[config.mk]
export PLATFORM = sky130hd
export DESIGN_NAME = clock_divider
export DESIGN_NICKNAME = d
export VERILOG_FILES = /design/src/rtl/clock_divider.sv
export SDC_FILE = /design/constraint.sdc
export NUM_CORES = 1
export LEC_CHECK = 0
export CORE_AREA = 10 10 47 49
export DETAILED_ROUTE_END_ITERATION = 10
export DIE_AREA = 0 0 57 59
export GPL_ROUTABILITY_DRIVEN = 0
export HOLD_SLACK_MARGIN = 0.06
export PLACE_DENSITY = 0.52
export SYNTH_ARGS = -nofsm -noshare
export SYNTH_HDL_FRONTEND = slang
export SYNTH_SLANG_ARGS = --single-unit
[constraint.sdc]
create_clock -name clk -period 1.85 [get_ports clk]
set_input_delay 0.2775 -clock clk [delete_from_list [all_inputs] [get_ports clk]]
set_output_delay 0.2775 -clock clk [all_outputs]
set_load 0.005 [all_outputs]
[src/rtl/clock_divider.sv]
// clock_divider: enable-gated rate divider producing a one-cycle `flag`
// strobe every DIV enabled clock cycles. The strobe is meant to be used
// as a clock-enable tick by slower downstream logic.
module clock_divider #(
  parameter int DIV   = 6,
  parameter int CNT_W = 8
) (
  input  logic clk,
  input  logic n_rst,
  input  logic s_rst,
  input  logic enable,
  output logic flag
);

  // Terminal count; reaching it on an enabled edge wraps the counter and fires the strobe.
  localparam logic [CNT_W-1:0] LAST_COUNT = CNT_W'(DIV - 1);
  localparam logic [CNT_W-1:0] ONE        = CNT_W'(1);

  logic [CNT_W-1:0] count;

  // Counter and strobe register: async reset, then sync clear, then enabled counting, else hold.
  always_ff @(posedge clk or negedge n_rst) begin
    if (!n_rst) begin
      count <= '0;
      flag  <= 1'b0;
    end else if (s_rst) begin
      count <= '0;
      flag  <= 1'b0;
    end else if (enable) begin
      if (count == LAST_COUNT) begin
        count <= '0;
        flag  <= 1'b1;
      end else begin
        count <= count + ONE;
        flag  <= 1'b0;
      end
    end else begin
      flag  <= 1'b0;
    end
  end

endmodule

==> results.toml, run 1 <==
[outcome]
status = "finished, final reports clean"

[sta]
drv_slew = 0
fmax_mhz = 610
hold_viol = 0
worst_pin_slew_ps = 469
fin_ws_ps = 211
setup_viol = 0
fin_crit_sh_pct = 88.6
slew_headroom_pct = 68.4
grt_setup_unrepaired = "false"
timing.hold.ws_ps = 316
tns_ps = 0
fin_crit_ps = 1640
skew_ps = 0.580

[cells_and_area]
final_common_cell = "dfrtp_1"
drive_above_1_share_pct = 16.9
final_cell_mix = "dfrtp_1, o21ai_0, a21oi_1, inv_1, clkdlybuf4s50_1"
post-route-util_pct = 42.2
post-route-cell-area_um2 = 592
antenna_cells = 0
fin_nets = 66
n_fill_cell = 154
area_growth_pct = 20.7

[drt]
drtIter0Drc = 10
viasPerCell = 5.21
drc = 0
drt_pass1_iterations = 2
ant_nets = 0
wl_per_cell_um = 12.4
vias = 391
postRouteWirelength_um = 928

[power_and_ir_drop]
cellLeakagePower_uw = 0.000240
vdd_drop_max_mv = 0.260
power_density_nw_per_um2 = 664

[cts]
ctsHoldBuffers = 0
post_cts_resized = 0
htree_num_levels = 1
postCtsSetupBuffers = 0
clock_latency_ps = 250
numCtsBuffers = 3
cts_tree = "yes"
cts.sinks = 9
clockBufferDepth = 2
path_clk_slew_ps = 60
clockRootBuffer = "clkbuf_4"

[synth]
seq_area_frac_synth_pct = 45.9
synth.avg_cell_area_um2 = 10.0
synthTopCellsByArea = "dfrtp_1, o21ai_0, a21oi_1"
syn-cell-area_um2 = 490
synth_largest_area_cell = "dfrtp_1"
yosysUniqueCellTypes = 22
ys.warnings.count = 0
ys_ff_latch = 9
synth_top_area_share_pct = 45.9
synth_nets = 55
synth_cells = 49

[floorplanning]
die_h_um = 59
core_area_um2 = 1400
io_pins = 5
die_area_um2 = 3360
die_w_um = 57
rows = 14
initial_core_util_pct = 35.0

[critical_path]
required_ps = 1980
cp_data_arrival_time_ps = 1770
critical-path-slowest-cell = "or4b_4"
slowest_delay_ps = 490
crit_chain = "inv_1, ha_1, or4b_4, o31ai_4, nor2_1"
worst-setup-path-type = "reg -> reg"
crit_fanout = 5
r2r_slack_ps = 210
cp-start-kind = "register"
crit_path_end_kind = "register"

[global_routing]
overflow = 0
grt_pass1_wl_um = 1760
antenna_found_initial = 0
grtUsageTotal_pct = 6.60
grt_max_degree = 10
grt_pass1_vias = 409

[placement]
portBuffers = 4
dp_hpwl_um = 753
dp_slack_ps = 150
placed_area_um2 = 566

[job]
maxCapViolCount = 0

[hold_path]
min_path_type = "in -> async"
## final timing paths
kind / start / end / cells past startpoint
worst max-delay path: count[1]$_DFFE_PN0P_ / count[3]$_DFFE_PN0P_ / 5
worst min-delay path: n_rst / count[0]$_DFFE_PN0P_ / 1
worst max register to register: count[1]$_DFFE_PN0P_ / count[3]$_DFFE_PN0P_ / 5
worst min register to register: count[7]$_DFFE_PN0P_ / count[7]$_DFFE_PN0P_ / 2
max in group asynchronous: n_rst / count[1]$_DFFE_PN0P_ / 1
min in group clk: count[7]$_DFFE_PN0P_ / count[7]$_DFFE_PN0P_ / 2
## power by group
part / leakage (µW) / internal, µW / switching, µW
clock: 0.0000150 / 82.9 / 64.8
combinational: 0.000101 / 19.5 / 22.5
sequential: 0.000124 / 200 / 3.24
total: 0.000240 / 303 / 90.6
## area by class of cell
type | instances | area [µm²] | share of cell area, %
Multi-Input combinational cell | 36 | 250 | 42.3
Sequential cell | 9 | 225 | 38.1
Timing Repair Buffer | 6 | 55.1 | 9.30
Clock buffer | 4 | 26.3 | 4.44
Tap cell | 16 | 20.0 | 3.38
Inverter | 4 | 15.0 | 2.54
## metrics by stage
step / power (µW) / instances
after floorplan: 228 / 49
after global placement: 251 / 71
after detailed placement: 250 / 71
after CTS: 402 / 75
after global routing: 417 / 75
final: 393 / 75
## critical path, delay by kind of cell, from the launching register on
family	cells	cell delay [ps]
adders and majority gates	1	120
and+or+nand+nor	2	580
buffers and inverters	1	70
DFF	1	410
AOI/OAI and AO/OA	1	330
## flip-flops by register name, indices dropped and copies added, names as in the netlist
signal,count
count,8
flag,1
## logic make-up (layout without fill, tap and decap cells)
| logic type | Yosys count | count (layout) | share of synthesized area [%] |
|---|---|---|---|
| buffers and inverters | 4 | 14 | 3.06 |
| AOI/OAI and AO/OA | 16 | 16 | 22.4 |
| DFF | 9 | 9 | 45.9 |
| adders and majority gates | 2 | 2 | 5.10 |
| and+or+nand+nor | 16 | 16 | 19.9 |
| xor gates and xnor gates | 2 | 2 | 3.57 |
## cells in the mapped netlist
cell	n
nand2_1	3
or3_1	2
o41ai_1	1
or3b_2	1
inv_1	4
o211ai_1	1
nor2_1	2
or2_2	1
nand3_1	1
or4b_4	1
o311ai_0	1
nor2b_1	2
dfrtp_1	9
ha_1	2
nand4_1	1
nor4_1	1
o2111ai_1	1
or3_2	1
a21oi_1	5
xor2_1	2
o21ai_0	6
o31ai_4	1
## routing by layer
layer | GRT usage (%) | part of all wire (%) | up-vias
met5 | 0 | 0 | -
met4 | 5.03 | 1.3 | 0
met3 | 2.36 | 5.0 | 2
met2 | 9.61 | 46 | 4
met1 | 7.71 | 48 | 183
li1 | - | - | 202
No activity file was read; power rests on OpenSTA's default activity.
==> inputs of run 2 (changes only) <==
--- a/config.mk
+++ b/config.mk
@@ -10,6 +10,7 @@
 export DIE_AREA = 0 0 57 59
 export GPL_ROUTABILITY_DRIVEN = 0
 export HOLD_SLACK_MARGIN = 0.06
+export MAX_ROUTING_LAYER = met4
 export PLACE_DENSITY = 0.52
 export SYNTH_ARGS = -nofsm -noshare
 export SYNTH_HDL_FRONTEND = slang
==> run 2 against run 1 <==
  * Clock power is essentially flat
  * Critical path depth unchanged
  * Wire length is the same
  * Worst setup slack is the same
  * Global-route usage rose by 0.19 points
  * Utilization stayed put
  * Design area did not move
  * Cell count unchanged
  * Sequential power about the same
  * Sequential share of layout area unchanged
  * Largest cell class unchanged
==> results.toml, run 2 (synthesized netlist as in run 1, its figures left out) <==
[outcome]
status = "finished, final reports clean"

[job]
maxCapViolCount = 0

[power_and_ir_drop]
cellLeakagePower_uw = 0.000240
power_density_nw_per_um2 = 664
vdd_drop_max_mv = 0.260

[critical_path]
crit_fanout = 5
required_ps = 1980
cp-start-kind = "register"
r2r_start = "count[1]$_DFFE_PN0P_"
cp_data_arrival_time_ps = 1770
regToRegEndpoint = "count[3]$_DFFE_PN0P_"
crit_path_end_kind = "register"
r2r_slack_ps = 210
reg2regPathDepth = 5
worst-setup-path-type = "reg -> reg"

[cells_and_area]
reg.largest.list = "count: 8 flops, flag: 1 flops"
final_common_cell = "dfrtp_1"
multi_input_area_um2 = 250
drive_above_1_share_pct = 16.9
largest_reg_flops = 8
regArea_um2 = 225
fin_nets = 66
largest-register = "count"
n_fill_cell = 154
area_growth_pct = 20.7
final_cell_mix = "dfrtp_1, o21ai_0, a21oi_1, inv_1, clkdlybuf4s50_1"
antenna_cells = 0

[sta]
fin_ws_ps = 211
fin_crit_sh_pct = 88.6
hold_viol = 0
setup_viol = 0
tns_ps = 0
skew_ps = 0.580
drv_slew = 0
slew_headroom_pct = 68.4
fin_crit_ps = 1640
fmax_mhz = 610
worst_pin_slew_ps = 469
grt_setup_unrepaired = "false"

[global_routing]
overflow = 0
grtUsageTotal_pct = 6.79
gr-usage-met3_pct = 2.15
grt_pass1_vias = 409
met2_usage_pct = 9.61
use_met1_pct = 7.83
grt_pass1_wl_um = 1770
grt_max_degree = 10
antenna_found_initial = 0
busiest_layer = "met2"

[floorplanning]
die_h_um = 59
core_area_um2 = 1400
die_area_um2 = 3360
rows = 14
die_w_um = 57
initial_core_util_pct = 35.0
io_pins = 5

[placement]
portBuffers = 4
dp_hpwl_um = 753
dp_slack_ps = 150

[cts]
cts.sinks = 9
clockBufferDepth = 2
htree_num_levels = 1
cts_tree = "yes"
ctsHoldBuffers = 0
post_cts_resized = 0
clock_latency_ps = 250
path_clk_slew_ps = 60
numCtsBuffers = 3
postCtsSetupBuffers = 0
clockRootBuffer = "clkbuf_4"

[drt]
viasPerCell = 5.21
wl_per_cell_um = 12.4
postRouteWirelength_um = 928
ant_nets = 0
drt_pass1_iterations = 2
drtIter0Drc = 10
drc = 0
vias = 391

[hold_path]
min_path_type = "in -> async"
-- run 2: cell counts in the layout (fill, tap and decap cells not counted) --
No cell type changed its count.
-- run 2: area by class of cell --
cell class,instances,share of cell area [%]
inverters,4,2.54
well taps,16,3.38
multi-input cells,36,42.3
repair buffers,6,9.30
flip-flops and latches,9,38.1
clock buffers,4,4.44
-- run 2: how the worst max path moves through the flow --
stage / startpoint / endpoint / slack [ps]
global route: count[1]$_DFFE_PN0P_ / count[2]$_DFFE_PN0P_ / 120
floorplan: count[1]$_DFFE_PN0P_ / count[2]$_DFFE_PN0P_ / 320
CTS: count[1]$_DFFE_PN0P_ / count[3]$_DFFE_PN0P_ / 200
detailed placement: enable / count[4]$_DFFE_PN0P_ / 150
global placement: enable / count[4]$_DFFE_PN0P_ / 190
finish: count[1]$_DFFE_PN0P_ / count[3]$_DFFE_PN0P_ / 210
-- run 2: critical path: stages, from the launching register on --
cell	delay (ps)
dfrtp_1	410
inv_1	70
ha_1	120
or4b_4	490
o31ai_4	330
nor2_1	90
-- run 2: metal layers --
layer / vias up / wire, µm
li1: 202 / -
met1: 183 / 455
met2: 4 / 424
met3: 2 / 36
met4: 0 / 12
met5: - / 0
-- run 2: stage by stage --
stage / cell area [µm²] / hold WS, ps / total power, µW / instances / util, %
detailed placement: 566 / 561 / 250 / 71 / 40.4
global placement: 566 / 562 / 251 / 71 / 40.4
finish: 592 / 316 / 393 / 75 / 42.2
global route: 592 / 347 / 417 / 75 / 42.2
CTS: 592 / 329 / 402 / 75 / 42.2
floorplan: 490 / -18.1 / 228 / 49 / -
-- run 2: power breakdown --
| part | total [µW] | switching [µW] | internal, µW | leakage (µW) |
|---|---|---|---|---|
| clock | 148 | 64.8 | 82.9 | 0.0000150 |
| sequential | 203 | 3.24 | 200 | 0.000124 |
| combinational | 42.0 | 22.5 | 19.5 | 0.000101 |
| total | 393 | 90.6 | 303 | 0.000240 |
==> inputs of run 3 (changes only) <==
--- a/config.mk
+++ b/config.mk
@@ -6,6 +6,7 @@
 export NUM_CORES = 1
 export LEC_CHECK = 0
 export CORE_AREA = 10 10 47 49
+export CTS_BUF_LIST = sky130_fd_sc_hd__clkbuf_8
 export DETAILED_ROUTE_END_ITERATION = 10
 export DIE_AREA = 0 0 57 59
 export GPL_ROUTABILITY_DRIVEN = 0
==> run 3 against run 2 <==
  * Via count increased by 0.77%
  * Register-to-register slack barely moved
  * Worst setup slack lost 3.3 ps
  * First-iteration DRC count is 20% lower
  * Global-route usage about the same
  * Critical endpoint unchanged
  * Combinational power about the same
  * Die area stayed put
  * Critical path type unchanged
  * Sequential power hardly changed
  * Cell count unchanged
  * Clock skew is 1.9 ps higher
==> results.toml, run 3 (synthesized netlist as in run 1, its figures left out) <==
[sta]
fin_ws_ps = 208
timing.hold.ws_ps = 347
fin_crit_ps = 1640
fmax_mhz = 609
tns_ps = 0
skew_ps = 2.50
worst_pin_slew_ps = 451
grt_setup_unrepaired = "false"
fin_crit_sh_pct = 88.8
drv_slew = 0
setup_viol = 0
hold_viol = 0
slew_headroom_pct = 69.6

[critical_path]
worst-setup-path-type = "reg -> reg"
cp-start-kind = "register"
required_ps = 1950
r2r_start = "count[1]$_DFFE_PN0P_"
crit_path_end_kind = "register"
r2r_slack_ps = 210
regToRegEndpoint = "count[3]$_DFFE_PN0P_"
reg2regPathDepth = 5
crit_fanout = 5
cp_data_arrival_time_ps = 1740

[cells_and_area]
final_cell_mix = "dfrtp_1, o21ai_0, inv_1, a21oi_1, clkdlybuf4s50_1"
layoutNonFillerInstCount = 75
largest-register = "count"
final_common_cell = "dfrtp_1"
fin_nets = 66
reg.largest.list = "count: 8 flops, flag: 1 flops"
n_fill_cell = 148
area_growth_pct = 24.5
largest_reg_flops = 8
drive_above_1_share_pct = 16.9
antenna_cells = 0

[drt]
postRouteWirelength_um = 932
drc = 0
drtIter0Drc = 8
vias = 394
wl_per_cell_um = 12.4
wl_met1_um = 459
routed.top_layer = "met4"
wl_met2_um = 427
drt_pass1_iterations = 4
ant_nets = 0
viasPerCell = 5.25
wl_met3_um = 35

[outcome]
status = "finished, final reports clean"

[cts]
cts_tree = "yes"
ctsHoldBuffers = 0
htree_num_levels = 1
clockBufferDepth = 2
numCtsBuffers = 3
cts.sinks = 9
post_cts_resized = 0
path_clk_slew_ps = 40
postCtsSetupBuffers = 0
clock_latency_ps = 230
clockRootBuffer = "clkbuf_8"

[placement]
dp_cells = 71
dp_hpwl_um = 753
dp_slack_ps = 150
portBuffers = 4

[floorplanning]
rows = 14
die_area_um2 = 3360
die_h_um = 59
io_pins = 5
die_w_um = 57
core_area_um2 = 1400
initial_core_util_pct = 35.0

[power_and_ir_drop]
cellLeakagePower_uw = 0.000252
vdd_drop_max_mv = 0.285
power_uw = 462
power_density_nw_per_um2 = 757

[global_routing]
grt_pass1_wl_um = 1750
overflow = 0
grt_max_degree = 10
grtUsageTotal_pct = 6.74
antenna_found_initial = 0
grt_pass1_vias = 407

[hold_path]
min_path_type = "in -> async"

[job]
maxCapViolCount = 0
[run 3: worst max-delay path by stage]
stage | depth (start not counted) | endpoint | startpoint | slack, ps
after floorplan | 5 | count[2]$_DFFE_PN0P_ | count[1]$_DFFE_PN0P_ | 320
after global placement | 4 | count[4]$_DFFE_PN0P_ | enable | 190
after detailed placement | 4 | count[4]$_DFFE_PN0P_ | enable | 150
after CTS | 5 | count[3]$_DFFE_PN0P_ | count[1]$_DFFE_PN0P_ | 200
after global routing | 5 | count[2]$_DFFE_PN0P_ | count[1]$_DFFE_PN0P_ | 120
final | 5 | count[3]$_DFFE_PN0P_ | count[1]$_DFFE_PN0P_ | 210
[run 3: layer usage]
| metal | up-vias | track usage, % |
|---|---|---|
| met2 | 4 | 9.61 |
| met3 | 2 | 2.15 |
| met5 | - | - |
| li1 | 202 | - |
| met4 | 0 | 5.03 |
| met1 | 186 | 7.71 |
[run 3: per-stage QoR]
| stage | util (%) | area, µm² |
|---|---|---|
| final | 43.6 | 611 |
| after global routing | 43.6 | 611 |
| after CTS | 43.6 | 611 |
| after detailed placement | 40.4 | 566 |
| after global placement | 40.4 | 566 |
| after floorplan | - | 490 |
[run 3: worst max-delay path, stage by stage, from the launching register on]
cell and delay, ps:
dfrtp_1 410, inv_1 70, ha_1 120, or4b_4 490, o31ai_4 330, nor2_1 90
[run 3: area by class of cell]
cell class                      instances  area [µm²]  area share [%]
Inverter                                4        15.0            2.46
Timing Repair Buffer                    6        55.1            9.02
Tap cell                               16        20.0            3.28
Clock buffer                            3        41.3            6.76
Clock inverter                          1        3.75           0.615
Multi-Input combinational cell         36         250            41.0
Sequential cell                         9         225            36.9
[run 3: where the power goes]
part / switching, µW / leakage (µW) / internal, µW
Sequential: 3.26 / 0.000124 / 201
Combinational: 22.5 / 0.000101 / 19.5
Clock: 72.2 / 0.0000269 / 144
Total: 97.9 / 0.000252 / 365
==> RTL change, RTL diff (config.mk and constraints of run 3) <==
Add an input register stage for `enable`, without a reset; this delays it by one clock. Comments in the files are not updated.
--- a/src/rtl/clock_divider.sv
+++ b/src/rtl/clock_divider.sv
@@ -18,2 +18,8 @@
 
+  logic enable_q;
+
+  always_ff @(posedge clk) begin
+    enable_q <= enable;
+  end
+
   logic [CNT_W-1:0] count;
@@ -28,3 +34,3 @@
       flag  <= 1'b0;
-    end else if (enable) begin
+    end else if (enable_q) begin
       if (count == LAST_COUNT) begin
Formal check against the unedited RTL: not equivalent (a bounded check fails within 10 cycles, from zero or initial values and one cycle with n_rst low).
==> RTL change against run 3 <==
Power is 18% higher; cell area is 6.1% higher; worst setup slack better by 13 ps; wire length is 11% higher; combinational power is 2% higher; synthesized area is 4.1% higher; fmax is 0.82% higher; non-clock buffer count is 1 higher; sequential power is 12% higher; sequential cell count is 1 higher; count of clock-buffer cells in the layout is 1 higher; via count is 7.1% higher.
==> RTL change: results <==
group,metric,value,unit
outcome,run_status,"finished, final reports clean",
route,drt-total-wl,1030,µm
global_routing,groute.usage.overall,0.0707,
route,post_drt_via_cell_ratio,5.48,
global_routing,first_pass_grt_wire_length,1800,µm
synthesis,synth_cell_types,23,
finish,nets,68,
synthesis,synth-adder-area-share,0.0490,
synthesis,post_synth_xor_area_fraction,0.0343,
global_routing,groute.layer.met1.usage,0.0750,
finish,drive_above_1_share,0.197,
synthesis,synth_nets,56,
synthesis,seq_area_frac_synth,0.480,
global_routing,grt_pass1_vias,376,
finish,largestRegisters,"count: 8 flops, enable_q: 1 flops, flag: 1 flops",
synthesis,synth-compound-area-share,0.216,
sta,slew_headroom,0.720,
synthesis,async_reset_ff_frac,0.900,
global_routing,globalRouteMet2Util,0.101,
synthesis,post_synth_main_area_contributors,"sky130_fd_sc_hd__dfrtp_1 44%, sky130_fd_sc_hd__o21ai_0 5.9%, sky130_fd_sc_hd__a21oi_1 4.9%",
power_and_ir_drop,worst_ir_drop_vdd,0.000486,V
placed_design,dp_hpwl,813,µm
route,detailedRoute.firstIterationViolations,13,
global_routing,met3_usage,0.0472,
sta,worst_clk_skew,5.35,ps
-- RTL change: cell count changes in the layout (fill, tap and decap cells not counted) --
cell and change:
sky130_fd_sc_hd__buf_4 +1, sky130_fd_sc_hd__clkbuf_8 +1, sky130_fd_sc_hd__dfxtp_1 +1, sky130_fd_sc_hd__inv_1 -1
-- RTL change: worst min-delay path by stage --
stage                                    start                    to  slack (ps)  cells after the start
after floorplan                          n_rst  count[0]$_DFFE_PN0P_         -20                      0
after global placement    count[7]$_DFFE_PN0P_  count[7]$_DFFE_PN0P_         560                      2
after detailed placement  count[7]$_DFFE_PN0P_  count[7]$_DFFE_PN0P_         550                      2
after CTS                                n_rst  count[4]$_DFFE_PN0P_         360                      1
after global routing                     n_rst  count[4]$_DFFE_PN0P_         370                      1
final                                    n_rst  count[4]$_DFFE_PN0P_         340                      1
-- RTL change: cells by family (layout without fill, tap and decap cells) --
kind of cell               after synthesis  in the layout
xor gates and xnor gates                 2              2
AOI/OAI and AO/OA                       16             16
buffers and inverters                    4             15
DFF                                     10             10
adders and majority gates                2              2
and+or+nand+nor                         16             16
-- RTL change: power by group --
group,internal (µW),switching (µW)
logic,20.4,22.4
registers,224,5.16
clock network,187,87.4
-- RTL change: per-stage QoR --
| stage | cells | hold WS (ps) | setup slack, ps | area, µm² |
|---|---|---|---|---|
| 3_5_place_dp | 73 | 553 | 192 | 593 |
| 5_1_grt | 77 | 368 | 125 | 648 |
| 4_1_cts | 77 | 357 | 207 | 648 |
| 6_report | 77 | 340 | 221 | 648 |
| 3_3_place_gp | 73 | 562 | 181 | 593 |
| 2_1_floorplan | 50 | -18.1 | 320 | 510 |
-- RTL change: cell type report --
type / count / area (µm²)
tap: 16 / 20.0
multi-input combinational: 36 / 250
clock buffer: 4 / 55.1
fill: 139 / 753
inverter: 4 / 15.0
sequential: 10 / 245
timing repair buffer: 7 / 62.6
-- RTL change: per-layer routing --
metal	routed length (µm)	share of wire
met5	0	0
met1	451	0.44
met3	88	0.085
met4	13	0.013
met2	480	0.46
-- RTL change: critical path, cell delays in order (launching register included) --
cell	delay, ps
sky130_fd_sc_hd__dfrtp_1	410
sky130_fd_sc_hd__inv_1	70
sky130_fd_sc_hd__ha_1	130
sky130_fd_sc_hd__or4b_4	500
sky130_fd_sc_hd__o31ai_4	320
sky130_fd_sc_hd__nor2_1	90
